`src/rtl/mos6502_prefetch_queue.sv`:
```
// rtl/mos6502_prefetch_queue.sv - 6502 instruction prefetch FIFO; optional PFQ_PEEK2_EN adds second-entry peek and double pop
module mos6502_prefetch_queue #(
  parameter int                   DATA_W   = 8,
  parameter int                   ADDR_W   = 16,
  parameter int                   DEPTH    = 4,
  parameter logic [ADDR_W-1:0]    RESET_PC = 16'hFFFC
) (
  input  logic                       clk,
  input  logic                       reset,
  input  logic                       rdy,
  output logic [ADDR_W-1:0]          fetch_addr,
  output logic                       fetch_req,
  input  logic [DATA_W-1:0]          mem_din,
  input  logic                       flush,
  input  logic [ADDR_W-1:0]          flush_pc,
  output logic                       q_valid,
  output logic [DATA_W-1:0]          q_data,
  output logic [ADDR_W-1:0]          q_pc,
  input  logic                       q_pop,
`ifdef PFQ_PEEK2_EN
  output logic                       q_valid1,
  output logic [DATA_W-1:0]          q_data1,
  output logic [ADDR_W-1:0]          q_pc1,
  input  logic                       q_pop2,
`endif
  output logic [$clog2(DEPTH):0]     q_count
);

  localparam int PW = $clog2(DEPTH);
  localparam int CW = PW + 1;
  localparam logic [CW-1:0] DEPTH_C = CW'(DEPTH);

  typedef enum logic [1:0] {S_IDLE, S_ISSUE, S_WAIT} state_t;

  state_t              state_q, state_d;
  logic [DATA_W-1:0]   data_q [DEPTH];
  logic [ADDR_W-1:0]   pc_q   [DEPTH];
  logic [PW-1:0]       rptr_q, wptr_q;
  logic [CW-1:0]       count_q;
  logic                inflight_q;
  logic [ADDR_W-1:0]   fetch_addr_q;
  logic [ADDR_W-1:0]   issue_pc_q;
  logic [1:0]          pop_n;
  logic                issue;
  logic                capture;
  logic                req;

  assign fetch_addr = fetch_addr_q;
  assign fetch_req  = req;
  assign q_count    = count_q;
  assign q_valid    = (count_q != '0);
  assign q_data     = data_q[rptr_q];
  assign q_pc       = pc_q[rptr_q];

`ifdef PFQ_PEEK2_EN
  assign q_valid1 = (count_q >= CW'(2));
  assign q_data1  = data_q[rptr_q + PW'(1)];
  assign q_pc1    = pc_q[rptr_q + PW'(1)];
`endif

  // Number of entries consumed this cycle; an empty queue ignores pops
  always_comb begin
    pop_n = 2'd0;
    if (q_pop && q_valid) pop_n = 2'd1;
`ifdef PFQ_PEEK2_EN
    if (q_pop2 && (count_q >= CW'(2))) pop_n = 2'd2;
`endif
  end

  // State register
  always_ff @(posedge clk) begin
    if (!reset) state_q <= S_IDLE;
    else        state_q <= state_d;
  end

  // Next-state logic; flush always lands in S_ISSUE
  always_comb begin
    state_d = state_q;
    if (flush) begin
      state_d = S_ISSUE;
    end else begin
      case (state_q)
        S_IDLE:  state_d = S_ISSUE;
        S_ISSUE: if (issue) state_d = S_WAIT;
        S_WAIT:  if (rdy) state_d = issue ? S_WAIT : S_ISSUE;
        default: state_d = S_IDLE;
      endcase
    end
  end

  // Outputs: request when the queue plus the in-flight byte leaves room; in
  // S_WAIT the room check accounts for this cycle's capture and pop
  always_comb begin
    req     = 1'b0;
    capture = 1'b0;
    case (state_q)
      S_ISSUE: req = ((count_q + CW'(inflight_q)) < DEPTH_C);
      S_WAIT: begin
        req     = ((count_q + CW'(1) - CW'(pop_n)) < DEPTH_C);
        capture = rdy && inflight_q;
      end
      default: req = 1'b0;
    endcase
    if (flush) begin
      req     = 1'b0;
      capture = 1'b0;
    end
    issue = req && rdy;
  end

  // Queue storage, pointers, count and fetch address
  always_ff @(posedge clk) begin
    if (!reset) begin
      for (int i = 0; i < DEPTH; i++) begin
        data_q[i] <= '0;
        pc_q[i]   <= '0;
      end
      rptr_q       <= '0;
      wptr_q       <= '0;
      count_q      <= '0;
      inflight_q   <= 1'b0;
      fetch_addr_q <= RESET_PC;
      issue_pc_q   <= '0;
    end else if (flush) begin
      rptr_q       <= '0;
      wptr_q       <= '0;
      count_q      <= '0;
      inflight_q   <= 1'b0;
      fetch_addr_q <= flush_pc;
    end else begin
      if (capture) begin
        data_q[wptr_q] <= mem_din;
        pc_q[wptr_q]   <= issue_pc_q;
        wptr_q         <= wptr_q + PW'(1);
      end
      rptr_q  <= rptr_q + PW'(pop_n);
      count_q <= count_q + CW'(capture) - CW'(pop_n);
      if (issue) begin
        issue_pc_q   <= fetch_addr_q;
        fetch_addr_q <= fetch_addr_q + ADDR_W'(1);
        inflight_q   <= 1'b1;
      end else if (capture) begin
        inflight_q   <= 1'b0;
      end
    end
  end

endmodule

```
`config.mk`:
```
export PLATFORM = sky130hd
export DESIGN_NAME = mos6502_prefetch_queue
export DESIGN_NICKNAME = d
export VERILOG_FILES = /design/src/rtl/mos6502_prefetch_queue.sv
export SDC_FILE = /design/constraint.sdc
export NUM_CORES = 1
export LEC_CHECK = 0
export ABC_AREA = 1
export CAP_MARGIN = 10
export CORE_MARGIN = 2
export CORE_UTILIZATION = 56
export DETAILED_ROUTE_END_ITERATION = 10
export GPL_TIMING_DRIVEN = 0
export PLACE_DENSITY_LB_ADDON = 0.08
export SYNTH_ARGS = -nofsm -noshare
export SYNTH_HDL_FRONTEND = slang
export SYNTH_SLANG_ARGS = --single-unit
```
`constraint.sdc`:
```
create_clock -name clk -period 4 [get_ports clk]
set_input_delay 0.4 -clock clk [delete_from_list [all_inputs] [get_ports clk]]
set_output_delay 0.4 -clock clk [all_outputs]
set_load 0.1 [all_outputs]
```
==> results of run 1 <==
registers in the layout, summed over array words and instances (netlist names):
register and count:
issue_pc_q 16, q_count 3, data_q 32, pc_q 64
state_q 2, wptr_q 2, fetch_addr 16, rptr_q 2
inflight_q 1
routing by layer:
| layer | vias to the layer above | GRT usage (%) | routed length [um] |
|---|---|---|---|
| met2 | 179 | 41.4 | 7310 |
| li1 | 2413 | - | - |
| met4 | 0 | 10.3 | 363 |
| met5 | - | 0 | 0 |
| met1 | 2329 | 31.7 | 6360 |
| met3 | 30 | 5.47 | 856 |
cell type report:
class                   instances  area share (%)
flip-flops and latches        138            47.1
inverters                      82            3.89
repair buffers                 73            9.37
plain buffers                  34            2.12
well taps                     143            2.26
multi-input cells             410            27.8
clock buffers                  27            7.14
clock inverters                 5           0.348
path summary, 6_finish.rpt:
kind / startpoint / endpoint / slack (ns) / depth (start not counted)
worst max-delay path: rptr_q[0] / q_pc[4] / 0.23 / 5
worst min-delay path: reset / issue_pc_q[4] / 0.32 / 3
worst max register to register: state_q[0] / data_q[0][5] / 0.99 / 10
worst min register to register: issue_pc_q[3] / issue_pc_q[3] / 0.48 / 2
synthesized netlist by cell type, drive strengths merged, types with 4 or more instances:
master / count
clkbuf: 23
buf: 11
inv: 82
nand2: 52
nor3: 4
dfxtp: 42
nor2: 158
edfxtp: 96
a21oi: 39
ha: 8
o21ai: 69
nand3: 25
o211ai: 9
xor2: 8
o22ai: 25
power by group through the flow:
stage	sequential, mW	combinational, mW	clock [mW]
2_1_floorplan	1.73	0.193	0
3_3_place_gp	1.64	0.387	0
3_5_place_dp	1.64	0.394	0
4_1_cts	1.61	0.395	1.53
5_1_grt	1.62	0.419	1.60
6_report	1.61	0.395	1.53
per-stage QoR:
stage          setup slack, ns  power, mW
2_1_floorplan            0.942       1.92
3_3_place_gp            -0.535       2.03
3_5_place_dp             0.669       2.03
4_1_cts                  0.295       3.54
5_1_grt                 0.0841       3.64
6_report                 0.234       3.54
cells by family after synthesis:
family | after synthesis | synth area share (%)
AOI/OAI and AO/OA | 147 | 12.6
xor gates and xnor gates | 10 | 1.37
adders and majority gates | 9 | 1.88
buffers and inverters | 116 | 7.44
DFF | 138 | 58.3
and+or+nand+nor | 244 | 18.5
critical path: cells and delay by family, from the launching register on:
kind | cells | cell delay (ns)
and+or+nand+nor | 1 | 0.11
buffers and inverters | 3 | 2.14
DFF | 1 | 0.44
AOI/OAI and AO/OA | 1 | 0.25
==> flow_summary.yaml, run 1 <==
sta:
  setup_viol: 0
  slew_headroom_pct: 20.3
  slew_viol_final: 0
  period_share_pct: 94.1
  skew_ns: 0.00575
  finalHoldViolCount: 0
  setup_tns_ns: 0
  max_freq_ghz: 0.266
  whs_ns: 0.316
  period_needed_ns: 3.77
  tightest_slew_ns: 1.19
  rsz0062_at_grt: "false"
clocking:
  cts-resized-gates: 0
  cts_tree: "built"
  clock_sinks: 138
  hold_buffers: 0
  root_buffer: "clkbuf_16"
  clk_path_buf_depth: 2
  cts_buffers: 17
  htree_levels: 4
  post_cts_buffers: 0
  cts.clk_slew.worst_paths_ns: 0.06
  clock_latency_ns: 0.42
layout:
  final_cell_mix: "133 x nor2_1, 96 x edfxtp_1, 71 x clkdlybuf4s50_1, 65 x o21ai_0, 56 x inv_1"
  drive_gt1_share_pct: 13.8
  area_delta_synth_final_pct: 23.7
  fin_nets: 794
  layoutNonFillerInstCount: 912
  fin_area_um2: 7910
  mostFrequentLayoutCell: "nor2_1"
  multi_input_area_um2: 2200
  fillers: 884
  finish.utilization_pct: 70.1
  diodes: 0
  regArea_um2: 3720
place:
  gp_congestion: 0.861
  placedCellCount: 879
  dp_hpwl_um: 9790
  io_buffers: 71
  placed_area_um2: 7300
yosys:
  yosys.cell_types.count: 37
  syn_inst: 664
  synth_edf_count: 96
  syn_area_per_cell_um2: 9.63
  synth_top_area_cell: "edfxtp_1"
  synth_flop_cell: "edfxtp_1"
  ys_seq_area_share_pct: 58.3
  synthesis.area_um2: 6390
  synth_seq_cells: 138
  synth.area.top_cells: "edfxtp_1 45%, dfxtp_1 13%, nor2_1 7.8%"
  synth_top_cell_area_share_pct: 45.1
  async_reset_ff_share_pct: 0
  yosysWarnings: 0
  syn_nets: 702
critical_path:
  cp.arrival_ns: 3.37
  critPathCaptureType: "output port"
  cp_slowest_cell: "clkdlybuf4s50_1"
  crit_type: "reg -> out"
  crit_path_max_incr_delay_ns: 1.18
  required_ns: 3.60
  worstSetupStartpointType: "flop"
  cp_max_fo: 10
  crit_top_cell: "clkbuf_1"
  worstPathCellList: "clkbuf_1 > clkbuf_1 > nor2_1 > o22ai_1 > clkdlybuf4s50_1"
power_and_ir_drop:
  power_frac_comb_pct: 11.2
  seq_power_share_pct: 45.6
  p_int_mw: 2.65
  swShare_pct: 25.0
  ir_drop_mv: 0.293
  clock_power_share_pct: 43.2
  powerDensity_nw_per_um2: 447
  p_leak_nw: 2.90
  p_switching_mw: 0.885
global_routing:
  grt_max_degree: 25
  grt_first_pass_wirelength_um: 23900
  gr-usage-all-layers_pct: 24.9
  grt_pass1_vias: 4924
  antenna_found_initial: 0
  overflow: 0
status:
  status: "complete, no violations"
route:
  via_count: 4951
  viasPerCell: 5.43
  drtPass1Iterations: 5
  wire_per_inst_um: 16.3
  drc: 0
  drtAntennaViolNets: 0
  routed_wl_um: 14900
  drt_iter0_drc: 406
floorplan:
  ios: 74
  start_util_pct: 56.7
  rows: 39
  die_x_um: 111
  die_h_um: 111
  fp.dieArea_um2: 12300
  core-area_um2: 11300
job:
  cap_viol_max_count: 0
hold_path:
  hp-class: "in -> reg"
Note: power is estimated with default switching activity, not from simulation.
==> run 2, diff against run 1 <==
Settings changed: ABC_CLOCK_PERIOD_IN_PS from default to 4000, CORE_UTILIZATION 56 to 58, CTS_BUF_LIST from default to sky130_fd_sc_hd__clkbuf_8.
==> run 2 against run 1 <==
Clock power is 20% lower. Sequential share of layout area is 1.0 points higher. Sequential power hardly changed. Register-to-register slack worse by 0.06 ns. Wire length is 0.56% lower. Fmax is 2.3% lower. Clock skew is 0.0015 ns higher. Largest cell class unchanged.
==> flow_summary.yaml, run 2 (same netlist as run 1, synthesis figures left out) <==
status:
  status: "complete, no violations"
layout:
  fin_area_um2: 7740
  fillers: 814
  drive_gt1_share_pct: 13.4
  largest_reg_flops: 64
  diodes: 0
  top_register: "pc_q"
  final_cell_mix: "133 x nor2_1, 96 x edfxtp_1, 71 x clkdlybuf4s50_1, 65 x o21ai_0, 60 x inv_1"
  layoutNonFillerInstCount: 908
  area_delta_synth_final_pct: 21.1
  reg_top3: "pc_q: 64 flops, data_q: 32 flops"
  fin_nets: 793
  mostFrequentLayoutCell: "nor2_1"
place:
  dp_slack_ns: 0.665
  gp_congestion: 0.874
  placed_area_um2: 7310
  io_buffers: 71
  placedCellCount: 876
  dp_hpwl_um: 10000
floorplan:
  fp.dieArea_um2: 11900
  start_util_pct: 59.2
  die_x_um: 109
  core-area_um2: 10800
  rows: 38
  ios: 74
  die_h_um: 109
global_routing:
  gr-usage-all-layers_pct: 26.8
  grt_first_pass_wirelength_um: 23800
  grt_max_degree: 25
  overflow: 0
  grt_pass1_vias: 5057
  antenna_found_initial: 0
sta:
  skew_ns: 0.00721
  max_freq_ghz: 0.259
  period_share_pct: 96.4
  rsz0062_at_grt: "false"
  finalHoldViolCount: 0
  period_needed_ns: 3.86
  setup_viol: 0
  tightest_slew_ns: 1.24
  layout_setup_ws_ns: 0.144
  slew_headroom_pct: 17.3
  slew_viol_final: 0
clocking:
  clock_sinks: 138
  root_buffer: "clkbuf_8"
  clock_latency_ns: 0.43
  cts_buffers: 17
  hold_buffers: 0
  htree_levels: 4
  cts-resized-gates: 0
  clk_path_buf_depth: 2
  cts.clk_slew.worst_paths_ns: 0.07
  post_cts_buffers: 0
  cts_tree: "built"
power_and_ir_drop:
  powerDensity_nw_per_um2: 417
  p_leak_nw: 2.84
  ir_drop_mv: 0.261
critical_path:
  cp.arrival_ns: 3.46
  cp_max_fo: 10
  worstSetupStartpointType: "flop"
  crit_type: "reg -> out"
  required_ns: 3.60
  critPathCaptureType: "output port"
route:
  drtPass1Iterations: 5
  routed_wl_um: 14800
  viasPerCell: 5.50
  drtAntennaViolNets: 0
  drc: 0
  via_count: 4998
  drt_iter0_drc: 410
  wire_per_inst_um: 16.3
job:
  cap_viol_max_count: 0
hold_path:
  hp-class: "in -> reg"
## run 2: cell types whose count changed in the layout (fill, tap and decap cells not counted), moves of 4 or more
cell,previous run,this run
inv_1,56,60
bufinv_16,0,4
clkbuf_16,20,0
clkbuf_8,3,20
## run 2: stage by stage
step / hold slack [ns] / util, % / total power [mW] / TNS (ns)
after global placement: 0.445 / 67.4 / 2.03 / -12.28
after CTS: 0.260 / 71.7 / 3.24 / 0
after floorplan: 0.430 / - / 1.92 / 0
after global routing: 0.303 / 71.7 / 3.33 / 0
after detailed placement: 0.451 / 67.7 / 2.04 / 0
final: 0.282 / 71.7 / 3.23 / 0
## run 2: layout make-up
class | count | area, um2 | area share (%)
sequential | 138 | 3720 | 48.1
multi-input combinational | 410 | 2200 | 28.4
timing repair buffer | 72 | 738 | 9.54
inverter | 82 | 308 | 3.98
clock buffer | 20 | 275 | 3.56
tap | 140 | 175 | 2.26
buffer | 34 | 168 | 2.17
clock inverter | 12 | 155 | 2.00
## run 2: power breakdown
group	total (mW)	internal [mW]	switching (mW)
Combinational	0.394	0.107	0.286
Clock	1.22	0.716	0.508
Sequential	1.61	1.58	0.0340
Total	3.23	2.40	0.829
## run 2: metal layers
metal / vias to the layer above / wire length (um) / GRT usage, %
met2: 220 / 7380 / 45.1
met4: 0 / 310 / 11.3
met3: 34 / 991 / 5.44
li1: 2405 / - / -
met1: 2339 / 6120 / 33.6
met5: - / 0 / 0
## run 2: path summary, 6_finish.rpt
path / startpoint / to / slack [ns] / depth (start not counted)
worst max-delay path: rptr_q[0] / q_pc[5] / 0.14 / 5
worst min-delay path: reset / issue_pc_q[4] / 0.28 / 3
worst max register to register: state_q[0] / data_q[0][4] / 0.93 / 9
worst min register to register: issue_pc_q[3] / issue_pc_q[3] / 0.46 / 2
## run 2: worst max-delay path: stages (launching register included)
cell and delay (ns):
dfxtp_1 0.51, clkbuf_1 0.42, clkbuf_1 0.49, nor2_1 0.11, o22ai_1 0.28, clkdlybuf4s50_1 1.20
